**src/rtl/gate_request_ctrl_if.sv**
```systemverilog
// Signal bundle between the gate request stage and its surroundings: raw buttons and
// occupancy feedback in, clean single-cycle request pulses out to the parking FSM.
interface gate_request_ctrl_if;
    logic       entry_btn;
    logic       exit_btn;
    logic [1:0] exit_sel;
    logic [3:0] spots;
    logic [2:0] capacity;
    logic       entry_signal;
    logic       exit_signal;
    logic [1:0] exit_slot;
    logic       reject;
    logic       busy;

    // master: the request controller itself
    modport master (
        input  entry_btn, exit_btn, exit_sel, spots, capacity,
        output entry_signal, exit_signal, exit_slot, reject, busy
    );

    // slave: buttons, occupancy source and the downstream FSM
    modport slave (
        output entry_btn, exit_btn, exit_sel, spots, capacity,
        input  entry_signal, exit_signal, exit_slot, reject, busy
    );
endinterface

```
**src/rtl/gate_request_ctrl.sv**
```systemverilog
// Gate request front end: synchronise, debounce and edge-detect the entry/exit buttons,
// arbitrate, validate against occupancy, and emit spaced pulses. Optional: ALTERNATE_PRIO_EN.
module gate_request_ctrl #(
    parameter int unsigned DEBOUNCE_CYCLES = 4,
    parameter int unsigned GAP_CYCLES      = 3
) (
    input logic               clk,
    input logic               reset,
    gate_request_ctrl_if.master bus
);

    localparam int unsigned    CNT_W    = 8;
    localparam logic [CNT_W-1:0] DEB_LAST = CNT_W'(DEBOUNCE_CYCLES - 1);
    localparam logic [3:0]     GAP_LOAD = 4'(GAP_CYCLES);

    typedef enum logic [1:0] {
        S_IDLE  = 2'd0,
        S_ISSUE = 2'd1,
        S_HOLD  = 2'd2
    } state_e;

`ifdef ALTERNATE_PRIO_EN
    typedef enum logic {
        WIN_ENTRY = 1'b0,
        WIN_EXIT  = 1'b1
    } winner_e;

    winner_e last_winner_q, last_winner_d;
`endif

    // Bit 0 is the entry button, bit 1 the exit button throughout.
    logic [1:0]            btn_raw;
    logic [1:0]            sync1_q, sync1_d;
    logic [1:0]            sync2_q, sync2_d;
    logic [1:0]            level_q, level_d;
    logic [1:0]            level_prev_q, level_prev_d;
    logic [1:0][CNT_W-1:0] deb_cnt_q, deb_cnt_d;
    logic [1:0]            rise;

    logic [1:0]            pend_q, pend_d;
    logic [1:0]            pend_slot_q, pend_slot_d;
    logic [1:0]            clear;

    state_e                state_q, state_d;
    logic                  sel_exit_q, sel_exit_d;
    logic [1:0]            exit_slot_q, exit_slot_d;
    logic [3:0]            hold_q, hold_d;

    logic                  pick_exit;
    logic [2:0]            cap_eff;
    logic                  entry_pulse, exit_pulse, reject_pulse;

    assign btn_raw = {bus.exit_btn, bus.entry_btn};

    // ------------------------------------------------------------------
    // Synchroniser and debounce
    // ------------------------------------------------------------------
    always_comb begin
        // NOTE: every always_comb output gets a default first so no path can infer a latch.
        sync1_d      = btn_raw;
        sync2_d      = sync1_q;
        level_prev_d = level_q;
        level_d      = level_q;
        deb_cnt_d    = deb_cnt_q;
        for (int i = 0; i < 2; i++) begin
            if (sync2_q[i] == level_q[i]) begin
                deb_cnt_d[i] = '0;
            end else if (deb_cnt_q[i] == DEB_LAST) begin
                level_d[i]   = ~level_q[i];
                deb_cnt_d[i] = '0;
            end else begin
                deb_cnt_d[i] = deb_cnt_q[i] + CNT_W'(1);
            end
        end
    end

    assign rise = level_q & ~level_prev_q;

    // ------------------------------------------------------------------
    // Pending requests; a press on a flag being cleared this cycle survives
    // ------------------------------------------------------------------
    always_comb begin
        pend_slot_d = pend_slot_q;
        for (int i = 0; i < 2; i++) begin
            pend_d[i] = clear[i] ? rise[i] : (pend_q[i] | rise[i]);
        end
        if (rise[1] && (!pend_q[1] || clear[1])) begin
            pend_slot_d = bus.exit_sel;
        end
    end

    // ------------------------------------------------------------------
    // Arbitration: exit wins ties unless alternating priority is built in
    // ------------------------------------------------------------------
    always_comb begin
        pick_exit = pend_q[1];
`ifdef ALTERNATE_PRIO_EN
        if (pend_q == 2'b11) begin
            pick_exit = (last_winner_q == WIN_ENTRY);
        end
`endif
    end

    assign cap_eff = (bus.capacity > 3'd4) ? 3'd4 : bus.capacity;

    // ------------------------------------------------------------------
    // Request FSM: IDLE -> ISSUE -> HOLD -> IDLE
    // ------------------------------------------------------------------
    always_comb begin
        state_d      = state_q;
        sel_exit_d   = sel_exit_q;
        exit_slot_d  = exit_slot_q;
        hold_d       = hold_q;
        clear        = 2'b00;
        entry_pulse  = 1'b0;
        exit_pulse   = 1'b0;
        reject_pulse = 1'b0;
`ifdef ALTERNATE_PRIO_EN
        last_winner_d = last_winner_q;
`endif
        unique case (state_q)
            S_IDLE: begin
                if (|pend_q) begin
                    state_d    = S_ISSUE;
                    sel_exit_d = pick_exit;
                    if (pick_exit) begin
                        exit_slot_d = pend_slot_q;
                    end
`ifdef ALTERNATE_PRIO_EN
                    if (&pend_q) begin
                        last_winner_d = pick_exit ? WIN_EXIT : WIN_ENTRY;
                    end
`endif
                end
            end
            S_ISSUE: begin
                clear[sel_exit_q] = 1'b1;
                hold_d            = GAP_LOAD;
                state_d           = S_HOLD;
                // Occupancy is judged on the values present in this very cycle.
                if (sel_exit_q) begin
                    if (bus.spots[pend_slot_q]) exit_pulse   = 1'b1;
                    else                        reject_pulse = 1'b1;
                end else begin
                    if (cap_eff != 3'd0)        entry_pulse  = 1'b1;
                    else                        reject_pulse = 1'b1;
                end
            end
            S_HOLD: begin
                hold_d = hold_q - 4'd1;
                if (hold_q == 4'd1) begin
                    state_d = S_IDLE;
                end
            end
            default: state_d = S_IDLE;
        endcase
    end

    // ------------------------------------------------------------------
    // State registers
    // ------------------------------------------------------------------
    always_ff @(posedge clk or negedge reset) begin
        if (!reset) begin
            sync1_q       <= '0;
            sync2_q       <= '0;
            level_q       <= '0;
            level_prev_q  <= '0;
            deb_cnt_q     <= '0;
            pend_q        <= '0;
            pend_slot_q   <= '0;
            state_q       <= S_IDLE;
            sel_exit_q    <= 1'b0;
            exit_slot_q   <= '0;
            hold_q        <= '0;
`ifdef ALTERNATE_PRIO_EN
            last_winner_q <= WIN_ENTRY;
`endif
        end else begin
            // NOTE: non-blocking assignments so every flop samples pre-edge values.
            sync1_q       <= sync1_d;
            sync2_q       <= sync2_d;
            level_q       <= level_d;
            level_prev_q  <= level_prev_d;
            deb_cnt_q     <= deb_cnt_d;
            pend_q        <= pend_d;
            pend_slot_q   <= pend_slot_d;
            state_q       <= state_d;
            sel_exit_q    <= sel_exit_d;
            exit_slot_q   <= exit_slot_d;
            hold_q        <= hold_d;
`ifdef ALTERNATE_PRIO_EN
            last_winner_q <= last_winner_d;
`endif
        end
    end

    assign bus.entry_signal = entry_pulse;
    assign bus.exit_signal  = exit_pulse;
    assign bus.reject       = reject_pulse;
    assign bus.exit_slot    = exit_slot_q;
    assign bus.busy         = (state_q != S_IDLE);

endmodule

```
**src/flat_wrapper.sv**
```systemverilog
// flat-port wrapper written by rule: the top's interface ports become plain ports
module gate_request_ctrl_flat 
#(
    parameter int unsigned DEBOUNCE_CYCLES = 4,
    parameter int unsigned GAP_CYCLES      = 3
)
  (clk, reset, bus_entry_btn, bus_exit_btn, bus_exit_sel, bus_spots, bus_capacity, bus_entry_signal, bus_exit_signal, bus_exit_slot, bus_reject, bus_busy);
  gate_request_ctrl_if bus_i ();
  input logic clk;
  input logic reset;
  input wire logic [$bits(bus_i.entry_btn)-1:0] bus_entry_btn;
  input wire logic [$bits(bus_i.exit_btn)-1:0] bus_exit_btn;
  input wire logic [$bits(bus_i.exit_sel)-1:0] bus_exit_sel;
  input wire logic [$bits(bus_i.spots)-1:0] bus_spots;
  input wire logic [$bits(bus_i.capacity)-1:0] bus_capacity;
  output wire logic [$bits(bus_i.entry_signal)-1:0] bus_entry_signal;
  output wire logic [$bits(bus_i.exit_signal)-1:0] bus_exit_signal;
  output wire logic [$bits(bus_i.exit_slot)-1:0] bus_exit_slot;
  output wire logic [$bits(bus_i.reject)-1:0] bus_reject;
  output wire logic [$bits(bus_i.busy)-1:0] bus_busy;
  assign bus_i.entry_btn = bus_entry_btn;
  assign bus_i.exit_btn = bus_exit_btn;
  assign bus_i.exit_sel = bus_exit_sel;
  assign bus_i.spots = bus_spots;
  assign bus_i.capacity = bus_capacity;
  assign bus_entry_signal = bus_i.entry_signal;
  assign bus_exit_signal = bus_i.exit_signal;
  assign bus_exit_slot = bus_i.exit_slot;
  assign bus_reject = bus_i.reject;
  assign bus_busy = bus_i.busy;
  gate_request_ctrl #(.DEBOUNCE_CYCLES(DEBOUNCE_CYCLES), .GAP_CYCLES(GAP_CYCLES)) u_core (.clk(clk), .reset(reset), .bus(bus_i));
endmodule
```
**config.mk**
```make
export PLATFORM = sky130hd
export DESIGN_NAME = gate_request_ctrl_flat
export DESIGN_NICKNAME = d
export VERILOG_FILES = /design/src/rtl/gate_request_ctrl_if.sv /design/src/rtl/gate_request_ctrl.sv /design/src/flat_wrapper.sv
export SDC_FILE = /design/constraint.sdc
export NUM_CORES = 1
export LEC_CHECK = 0
export ABC_CLOCK_PERIOD_IN_PS = 2000
export BUFFER_PORTS_ARGS = -buffer_cell sky130_fd_sc_hd__buf_2
export CAP_MARGIN = 10
export CORE_ASPECT_RATIO = 1.5
export CORE_MARGIN = 8
export CORE_UTILIZATION = 40
export DETAILED_ROUTE_END_ITERATION = 7
export GPL_TIMING_DRIVEN = 0
export SYNTH_ARGS = -nofsm -noshare
export SYNTH_HDL_FRONTEND = slang
export SYNTH_SLANG_ARGS = --single-unit
```
**constraint.sdc**
```tcl
create_clock -name clk -period 2 [get_ports clk]
set_input_delay 0.4 -clock clk [delete_from_list [all_inputs] [get_ports clk]]
set_output_delay 0.4 -clock clk [all_outputs]
set_load 0.01 [all_outputs]
```
# Yosys cells after proc, flatten, opt, wreduce, memory -nomap -nowiden

Cells that the tools add are included.

Bits in registers: 37
Input port bits: 13
Output and inout bits: 6
Logic and storage cells: 77

Add/sub/neg operators: 3
Equality and inequality tests: 9
Magnitude comparators: 4
Reductions and logical operators: 14
Bitwise logic cells: 8
Muxes and demuxes: 26

Operator list:

| cell                                                                         | number |
|---|---|
| 8-bit two-way mux                                                            | 4 |
| 8-bit by 1-bit adder with 8-bit output, second input constant                | 2 |
| 8-bit by 2-bit == test with 1-bit output, second input constant              | 2 |
| 1-bit two-way mux                                                            | 14 |
| 4-bit case mux with 2 select lines                                           | 1 |
| 2-bit AND reduction                                                          | 4 |
| 2-bit two-way mux                                                            | 3 |
| 2-bit case mux with 3 select lines                                           | 1 |
| 4-bit by 1-bit == test with 1-bit output, second input constant              | 1 |
| 2-bit by 1-bit inequality test with 1-bit output, second input constant      | 2 |
| 1-bit NOT                                                                    | 4 |
| 2-bit nonzero test                                                           | 2 |
| 4-bit by 1-bit subtractor with 4-bit output, second input constant           | 1 |
| 3-bit > comparator, second input constant                                    | 1 |
| 2-bit by 3-bit less-than comparator with 1-bit output, second input constant | 1 |
| 3-bit two-way mux                                                            | 1 |
| 3-bit AND reduction                                                          | 1 |
| 3-bit nonzero test                                                           | 1 |
| 2-bit AND                                                                    | 1 |
| 1-bit binary-select mux with 2-bit select                                    | 1 |
| 1-bit == test                                                                | 2 |
| 2-bit by 1-bit == test with 1-bit output, second input constant              | 1 |
| 2-bit == test, second input constant                                         | 1 |
| 1-bit logical AND                                                            | 2 |
| 9 further kinds                                                              | 10 |

# Longest topological paths before layout

Gate-level depths: netlist (run 1).

Word-level depth: 7
Depth in mapped cells: 5
Mapped depth without buffers: 5

# Worst setup path after synthesis (run 1)

OpenSTA, ideal clock, no wires.

Path kind: flip-flop to flip-flop
Start point: register u_core.deb_cnt_q[3] in the netlist's numbering
End point: register u_core.level_q[0], in the netlist u_core.level_prev_d[0]
Path buffers: 0
Clock period less this slack: 1.566 ns
Slack: 0.434 ns
Data arrival time: 1.438 ns
Stages on the path, launching flop included: 4
Cell sequence: dfrtp_1 -> or4_4 -> nor3_2 -> mux2_1

Word-level cells in the longest chain between the ends: 2

Ends and longest elaborated chain:

| item                                     | line                     | source |
|---|---|---|
| start, declared                          | gate_request_ctrl.sv:37  | `logic [1:0][CNT_W-1:0] deb_cnt_q, deb_cnt_d;` |
| start signal, assigned                   | gate_request_ctrl.sv:184 | `deb_cnt_q <= deb_cnt_d;` |
| 8-bit by 2-bit == test with 1-bit output | gate_request_ctrl.sv:68  | `end else if (deb_cnt_q[i] == DEB_LAST) begin` |
| 2-bit AND reduction (no source line)     | n/a                      |  |
| end signal, assigned                     | gate_request_ctrl.sv:182 | `level_q <= level_d;` |
| end, declared                            | gate_request_ctrl.sv:35  | `logic [1:0] level_q, level_d;` |

Every way passes these cells.
A chain may end at the register's enable or synchronous reset.

# Final worst setup path (run 1)

Start point: register u_core.pend_slot_q[0]
End point: output bus_reject

Word-level cells in the longest chain between the ends: 5

Ends and longest elaborated chain:

| item                                      | line                     | source |
|---|---|---|
| start, declared                           | gate_request_ctrl.sv:41  | `logic [1:0] pend_slot_q, pend_slot_d;` |
| start signal, assigned                    | gate_request_ctrl.sv:186 | `pend_slot_q <= pend_slot_d;` |
| 1-bit binary-select mux with 2-bit select | gate_request_ctrl.sv:142 | `if (bus.spots[pend_slot_q]) exit_pulse = 1'b1;` |
| 1-bit two-way mux (implied by the code)   | gate_request_ctrl.sv:142 |  |
| 1-bit two-way mux                         | gate_request_ctrl.sv:142 |  |
| 1-bit two-way mux                         | gate_request_ctrl.sv:141 | `if (sel_exit_q) begin` |
| 1-bit two-way mux                         | gate_request_ctrl.sv:121 | `unique case (state_q)` |
| end, declared                             | flat_wrapper.sv:19       | `output wire logic [$bits(bus_i.reject)-1:0] bus_reject;` |

Every way passes these cells. The select of a mux whose other input is x is not followed.

==> results.sh, run 1 <==
export IMPL_outcome="completed"
export IMPL_critPathMaxFanout=3
export IMPL_filler_free_cell_count_of_the_finished_design=223
export IMPL_chipHeight_um=95.9
export IMPL_ir_worst_vdd_mv=0.833
export IMPL_max_clock_freq_mhz=522
export IMPL_min_period_over_period=0.958
export IMPL_ff_latch_area_sq_um=926
export IMPL_worstSkewPairLatency_ps=290
export IMPL_cap_violations=0
export IMPL_timing_setup_tns_ps=0
export IMPL_worst_pin_slew_ps=811
export IMPL_drive_above_1_share=0.181
export IMPL_worst_endpoint_arrival_ps=1520
export IMPL_tritoncts_num_buffers=5
export IMPL_dieArea_sq_mm=0.00665
export IMPL_timing_rr_start="u_core.deb_cnt_q[3]"
export IMPL_drtIter0Drc=34
export IMPL_synth_area_per_cell_sq_um=11.2
export IMPL_timing_critical_path_required_ps=1600
export IMPL_filler_cell_count=372
export IMPL_ctsHoldBuffers=0
export IMPL_setup_worst_path_end="bus_reject"
export IMPL_hold_viol=0
export IMPL_largest_net_degree_at_the_start_of_global_routing=38
export IMPL_syn_instance_count=152
export IMPL_core_rowCount=29
export IMPL_vias=1207
export IMPL_cts_htree_levels=2
export IMPL_timing_hold_worst_class="in2async"
export IMPL_final_core_util=0.464
export IMPL_effective_utilization_at_floorplan=0.408
export IMPL_reg2regPathDepth=3
export IMPL_setup_worst_path_end_class="output port"
export IMPL_final_nets=199
export IMPL_footprint_of_the_multi_input_gates_sq_um=741
export IMPL_met1_resource_use_gr=0.0897
export IMPL_timing_setup_critical_path_class="reg2out"
export IMPL_fin_hold_ws_ps=208
export IMPL_worst_path_max_delay_cell="sky130_fd_sc_hd__mux4_2"
export IMPL_placed_wire_length_estimate_after_detailed_placement_um=2290
export IMPL_postCtsSetupBuffers=0
export IMPL_routabilityCongestion=0.808
export IMPL_unrepaired_setup_endpoints_after_global_routing="no"
export IMPL_post_dp_cell_area_sq_mm=0.00185
export IMPL_finalCriticalPeriod_ps=1920
export IMPL_drt_drc_violations_left=0
export IMPL_ys_warn_count=0
export IMPL_synth_lib_cells_used_distinct=34
export IMPL_drtAntennaViolNets=0
export IMPL_grt_peak_use_layer="met2"
export IMPL_io_buffer_count=18
export IMPL_clockBufferDepth=2
export IMPL_grt_met2_usage=0.175
export IMPL_grt_first_pass_wirelength_um=5150
export IMPL_wire_length_per_cell_after_detailed_routing_um=13.8
export IMPL_power_leakage_nw=0.909
export IMPL_yosys_register_bits=37
export IMPL_dp_worst_setup_slack_ps=311
export IMPL_finalSetupViolCount=0
export IMPL_dp_cells=216
export IMPL_chipWidth_um=69.3
export IMPL_clkSinkCount=37
export IMPL_antenna_diode_count=0
export IMPL_synth_seq_area_share=0.543
export IMPL_final_max_slew_violation_count=0
export IMPL_coreArea_sq_mm=0.00417
export IMPL_timing_max_slew_rel_slack=0.459
export IMPL_summed_area_of_non_filler_cells_in_the_final_layout_sq_mm=0.00194
export IMPL_worstPathCellList="mux4_2 -> o22ai_1 -> buf_2"
export IMPL_worst_slack_ps=84.5
export IMPL_clk_transition_reported_paths_ps=70
export IMPL_synthesis_area_sq_mm=0.00170
export IMPL_clock_skew_final_ps=6.45
export IMPL_syn2layout_area_growth_pct=13.7
export IMPL_worstReg2RegEnd="u_core.level_prev_d[0]"
export IMPL_detail_route_first_pass_iterations=4
export IMPL_cp_start_kind="register"
export IMPL_grt_ovfl_total=0
export IMPL_io_pin_count=19
export IMPL_antenna_found_initial=0
export IMPL_global_route_usage_total=0.0963
export IMPL_regToRegSetupSlack_ps=360
export IMPL_synthesis_nets=174
export IMPL_number_of_global_route_vias_before_repair=1191
export IMPL_power_mw=2.35
export IMPL_post_drt_via_cell_ratio=5.41
export IMPL_timing_critical_path_slowest_cell_delay_ps=520
export IMPL_cp_startpoint="u_core.pend_slot_q[0]"
export IMPL_power_density_mw_per_mm2=1210
export IMPL_root_buffer="sky130_fd_sc_hd__clkbuf_8"
export IMPL_tritoncts="built"
export IMPL_post_cts_resize_count=0
export IMPL_post_detailed_routing_wire_length_um=3080
export IMPL_global_route_usage_met3=0.0299
## routing by layer
layer | up-vias | wire, um
met3 | 5 | 131
met1 | 596 | 1270
met2 | 26 | 1620
li1 | 580 | -
met4 | 0 | 64
met5 | - | 0
## worst min path at each step
stage | startpoint | to | slack [ps] | depth (start not counted)
after floorplan | reset | u_core.bus.exit_slot[0] | 100 | 0
after global routing | bus_entry_btn | u_core.sync1_q[0] | 210 | 1
after detailed placement | u_core.sync1_q[1] | u_core.sync2_q[1] | 340 | 0
final | reset | u_core.deb_cnt_q[4] | 210 | 1
after CTS | bus_exit_btn | u_core.sync1_q[1] | 210 | 1
after global placement | u_core.sync1_q[0] | u_core.sync2_q[0] | 330 | 0
## cell usage after synthesis
| cell | instances | area, sq um |
|---|---|---|
| sky130_fd_sc_hd__ha_1 | 9 | 113 |
| sky130_fd_sc_hd__o31ai_1 | 1 | 7.51 |
| sky130_fd_sc_hd__dfrtp_1 | 37 | 926 |
| sky130_fd_sc_hd__o2bb2ai_1 | 1 | 8.76 |
| sky130_fd_sc_hd__mux4_2 | 1 | 22.5 |
| sky130_fd_sc_hd__inv_1 | 9 | 33.8 |
| sky130_fd_sc_hd__or3b_2 | 1 | 8.76 |
| sky130_fd_sc_hd__nor3_1 | 1 | 5.00 |
| sky130_fd_sc_hd__o21ai_1 | 4 | 20.0 |
| sky130_fd_sc_hd__a22o_1 | 2 | 17.5 |
| sky130_fd_sc_hd__nand2_1 | 11 | 41.3 |
| sky130_fd_sc_hd__nand3_1 | 7 | 35.0 |
| sky130_fd_sc_hd__o21bai_2 | 1 | 11.3 |
| sky130_fd_sc_hd__a31oi_1 | 1 | 6.26 |
| sky130_fd_sc_hd__or4_1 | 1 | 7.51 |
| sky130_fd_sc_hd__or4_4 | 1 | 11.3 |
| sky130_fd_sc_hd__xor2_1 | 5 | 43.8 |
| sky130_fd_sc_hd__nor3b_1 | 1 | 7.51 |
| sky130_fd_sc_hd__mux2_2 | 1 | 11.3 |
| sky130_fd_sc_hd__inv_2 | 1 | 3.75 |
| sky130_fd_sc_hd__o22ai_1 | 1 | 6.26 |
| sky130_fd_sc_hd__nor2_1 | 11 | 41.3 |
| sky130_fd_sc_hd__xnor2_1 | 3 | 26.3 |
| sky130_fd_sc_hd__o21bai_1 | 1 | 7.51 |
| sky130_fd_sc_hd__nand2b_1 | 5 | 31.3 |
| sky130_fd_sc_hd__mux2_1 | 7 | 78.8 |
| sky130_fd_sc_hd__a21oi_1 | 8 | 40.0 |
| sky130_fd_sc_hd__o31ai_2 | 1 | 12.5 |
| sky130_fd_sc_hd__nand4_1 | 2 | 12.5 |
| sky130_fd_sc_hd__o21ai_0 | 6 | 30.0 |
| sky130_fd_sc_hd__or3_1 | 7 | 43.8 |
| sky130_fd_sc_hd__nor2b_1 | 2 | 12.5 |
| sky130_fd_sc_hd__nor3_2 | 1 | 10.0 |
| sky130_fd_sc_hd__o32a_1 | 1 | 10.0 |
## cell usage in the layout (no fill, tap or decap), types with 2 or more instances in the layout
master / n
sky130_fd_sc_hd__nand2b_1: 5
sky130_fd_sc_hd__clkbuf_8: 6
sky130_fd_sc_hd__xor2_1: 5
sky130_fd_sc_hd__o21ai_1: 4
sky130_fd_sc_hd__nand4_1: 2
sky130_fd_sc_hd__buf_2: 18
sky130_fd_sc_hd__dfrtp_1: 37
sky130_fd_sc_hd__or3_1: 7
sky130_fd_sc_hd__nand2_1: 11
sky130_fd_sc_hd__a22o_1: 2
sky130_fd_sc_hd__inv_1: 9
sky130_fd_sc_hd__ha_1: 9
sky130_fd_sc_hd__nand3_1: 7
sky130_fd_sc_hd__xnor2_1: 3
sky130_fd_sc_hd__o21ai_0: 6
sky130_fd_sc_hd__a21oi_1: 8
sky130_fd_sc_hd__mux2_1: 7
sky130_fd_sc_hd__nor2b_1: 2
sky130_fd_sc_hd__nor2_1: 11
## power breakdown
group	internal (mW)	switching, mW
registers	0.935	0.152
clock network	0.273	0.246
logic	0.343	0.399
total	1.55	0.797
## worst max-delay path: cells and delay by family (launching register included)
kind	cells	cell delay, ps
compound gates	1	170
buf+inv	1	160
mux	1	520
flops	1	380
## layout make-up
cell class,instances,area share
multi-input cells,105,0.382
well taps,46,0.0297
clock buffers,7,0.0445
flip-flops and latches,37,0.478
repair buffers,18,0.0465
inverters,10,0.0194
## logic make-up (layout without fill, tap and decap cells)
| kind of cell | after synthesis | after routing | synth area share |
|---|---|---|---|
| AO/OA/AOI/OAI | 28 | 28 | 0.104 |
| adder cells (fa/ha/maj) | 9 | 9 | 0.0661 |
| flip-flops | 37 | 37 | 0.543 |
| buffers and inverters | 10 | 35 | 0.0220 |
| XOR/XNOR | 8 | 8 | 0.0411 |
| multiplexers | 9 | 9 | 0.0661 |
| AND/OR/NAND/NOR | 51 | 51 | 0.157 |
## flip-flops by register name (all words and copies together), names as in the netlist
name / cells
u_core.deb_cnt_q: 16
u_core.hold_q: 4
u_core.bus.exit_slot: 2
u_core.level_prev_d: 2
u_core.level_prev_q: 2
u_core.pend_q: 2
u_core.pend_slot_q: 2
u_core.state_q: 2
u_core.sync1_q: 2
u_core.sync2_q: 2
u_core.sel_exit_q: 1
(Power assumes the default switching activity.)
==> inputs of run 2 (changes only) <==
Settings changed: CELL_PAD_IN_SITES_DETAIL_PLACEMENT from default to 0, CELL_PAD_IN_SITES_GLOBAL_PLACEMENT from default to 2, CORE_UTILIZATION 40 to 38, PLACE_DENSITY_LB_ADDON from default to 0.1.
==> run 2 against run 1 <==
Against the previous run: setup slack improved by 34 ps; first-iteration DRC count fell by 26%; wire length fell by 1.6%; combinational power barely moved; largest power group unchanged; critical path type unchanged.
==> results.sh, run 2 (synthesis results as in run 1) <==
export IMPL_worst_endpoint_arrival_ps=1480
export IMPL_post_cts_resize_count=0
export IMPL_mostFrequentLayoutCell="sky130_fd_sc_hd__dfrtp_1"
export IMPL_largest_net_degree_at_the_start_of_global_routing=38
export IMPL_io_pin_count=19
export IMPL_number_of_global_route_vias_before_repair=1249
export IMPL_ctsHoldBuffers=0
export IMPL_antenna_found_initial=0
export IMPL_worstSkewPairLatency_ps=280
export IMPL_layout_cells_most_common_list="sky130_fd_sc_hd__dfrtp_1, sky130_fd_sc_hd__buf_2, sky130_fd_sc_hd__nand2_1, sky130_fd_sc_hd__nor2_1"
export IMPL_tritoncts_num_buffers=5
export IMPL_wire_length_per_cell_after_detailed_routing_um=13.4
export IMPL_drt_drc_violations_left=0
export IMPL_final_nets=199
export IMPL_drtAntennaViolNets=0
export IMPL_chipWidth_um=70.7
export IMPL_reg2regPathDepth=3
export IMPL_timing_setup_tns_ps=0
export IMPL_postCtsSetupBuffers=0
export IMPL_vias=1165
export IMPL_clkSinkCount=37
export IMPL_critical_path_n_buffers_inverters=1
export IMPL_timing_rr_start="u_core.deb_cnt_q[3]"
export IMPL_setup_worst_path_end_class="output port"
export IMPL_ir_worst_vdd_mv=0.634
export IMPL_clk_transition_reported_paths_ps=70
export IMPL_root_buffer="sky130_fd_sc_hd__clkbuf_8"
export IMPL_worst_path_max_delay_cell="sky130_fd_sc_hd__mux4_2"
export IMPL_summed_area_of_non_filler_cells_in_the_final_layout_sq_mm=0.00194
export IMPL_power_density_mw_per_mm2=1190
export IMPL_post_dp_cell_area_sq_mm=0.00185
export IMPL_placed_wire_length_estimate_after_detailed_placement_um=2320
export IMPL_clockBufferDepth=2
export IMPL_routabilityCongestion=0.761
export IMPL_timing_critical_path_slowest_cell_delay_ps=520
export IMPL_worstPathCellList="mux4_2 -> o22ai_1 -> buf_2"
export IMPL_antenna_diode_count=0
export IMPL_min_period_over_period=0.941
export IMPL_cp_start_kind="register"
export IMPL_max_clock_freq_mhz=532
export IMPL_global_route_usage_total=0.0961
export IMPL_worstReg2RegEnd="u_core.level_prev_d[0]"
export IMPL_cp_startpoint="u_core.pend_slot_q[0]"
export IMPL_timing_max_slew_rel_slack=0.457
export IMPL_wirelength_met1_um=1130
export IMPL_finalSetupViolCount=0
export IMPL_final_max_slew_violation_count=0
export IMPL_cap_violations=0
export IMPL_routed_wl_met3_um=131
export IMPL_tritoncts="built"
export IMPL_drive_above_1_share=0.185
export IMPL_timing_setup_critical_path_class="reg2out"
export IMPL_post_drt_via_cell_ratio=5.15
export IMPL_number_of_flip_flops_under_the_largest_register_name=16
export IMPL_hold_viol=0
export IMPL_io_buffer_count=18
export IMPL_timing_hold_worst_class="in2async"
export IMPL_post_detailed_routing_wire_length_um=3030
export IMPL_power_leakage_nw=0.909
export IMPL_regToRegSetupSlack_ps=370
export IMPL_routed_wl_met2_um=1730
export IMPL_reg_largest_list="u_core.deb_cnt_q: 16 flops, u_core.hold_q: 4 flops"
export IMPL_worst_pin_slew_ps=815
export IMPL_grt_ovfl_total=0
export IMPL_detail_route_first_pass_iterations=4
export IMPL_timing_critical_path_required_ps=1600
export IMPL_syn2layout_area_growth_pct=13.7
export IMPL_cts_htree_levels=2
export IMPL_dieArea_sq_mm=0.00693
export IMPL_unrepaired_setup_endpoints_after_global_routing="no"
export IMPL_coreArea_sq_mm=0.00443
export IMPL_largest_register="u_core.deb_cnt_q"
export IMPL_critPathMaxFanout=3
export IMPL_chipHeight_um=98.0
export IMPL_finalCriticalPeriod_ps=1880
export IMPL_outcome="completed"
export IMPL_worst_path_stages=3
export IMPL_drtIter0Drc=25
export IMPL_effective_utilization_at_floorplan=0.385
export IMPL_critical_path_top_delay_family="multiplexers"
export IMPL_core_rowCount=30
export IMPL_clock_skew_final_ps=5.43
export IMPL_grt_first_pass_wirelength_um=5300
export IMPL_route_top_layer_used="met4"
==> run 2: cell type report <==
type | count | area [sq um]
Clock buffer | 6 | 72.6
Sequential cell | 37 | 926
Fill cell | 446 | 2490
Multi-Input combinational cell | 105 | 741
Tap cell | 48 | 60.1
Timing Repair Buffer | 18 | 90.1
Clock inverter | 2 | 10.0
Inverter | 10 | 37.5
==> run 2: worst register-to-register path, stage by stage (launching register included) <==
cell                      delay (ps)
sky130_fd_sc_hd__dfrtp_1         430
sky130_fd_sc_hd__or4_4           590
sky130_fd_sc_hd__nor3_2          180
sky130_fd_sc_hd__mux2_1          330
==> run 2: worst max-delay path by stage <==
stage,end
after floorplan,u_core.level_prev_d[0]
after global placement,bus_reject
after detailed placement,bus_reject
after CTS,bus_reject
after global routing,bus_reject
final,bus_reject
==> run 2: power breakdown <==
group,switching [mW],internal [mW],leakage (nW),total (mW)
Combinational,0.396,0.343,0.397,0.739
Clock,0.248,0.241,0.0450,0.489
Sequential,0.149,0.935,0.467,1.08
Total,0.792,1.52,0.909,2.31
==> run 2: metrics by stage <==
step / utilization / power [mW] / hold WS, ps / std cells / setup slack [ps]
2_1_floorplan: - / 1.63 / 104 / 152 / 434
3_3_place_gp: 0.419 / 1.83 / 336 / 218 / 340
3_5_place_dp: 0.419 / 1.87 / 337 / 218 / 328
4_1_cts: 0.437 / 2.38 / 210 / 226 / 88.0
5_1_grt: 0.437 / 2.51 / 209 / 226 / 38.5
6_report: 0.437 / 2.31 / 199 / 226 / 119
==> run 2: routing by layer <==
metal  global-route usage  vias to the layer above
met5                    0                        -
met4               0.0435                        0
met3               0.0359                        5
met2                0.182                       13
met1               0.0861                      566
li1                     -                      581
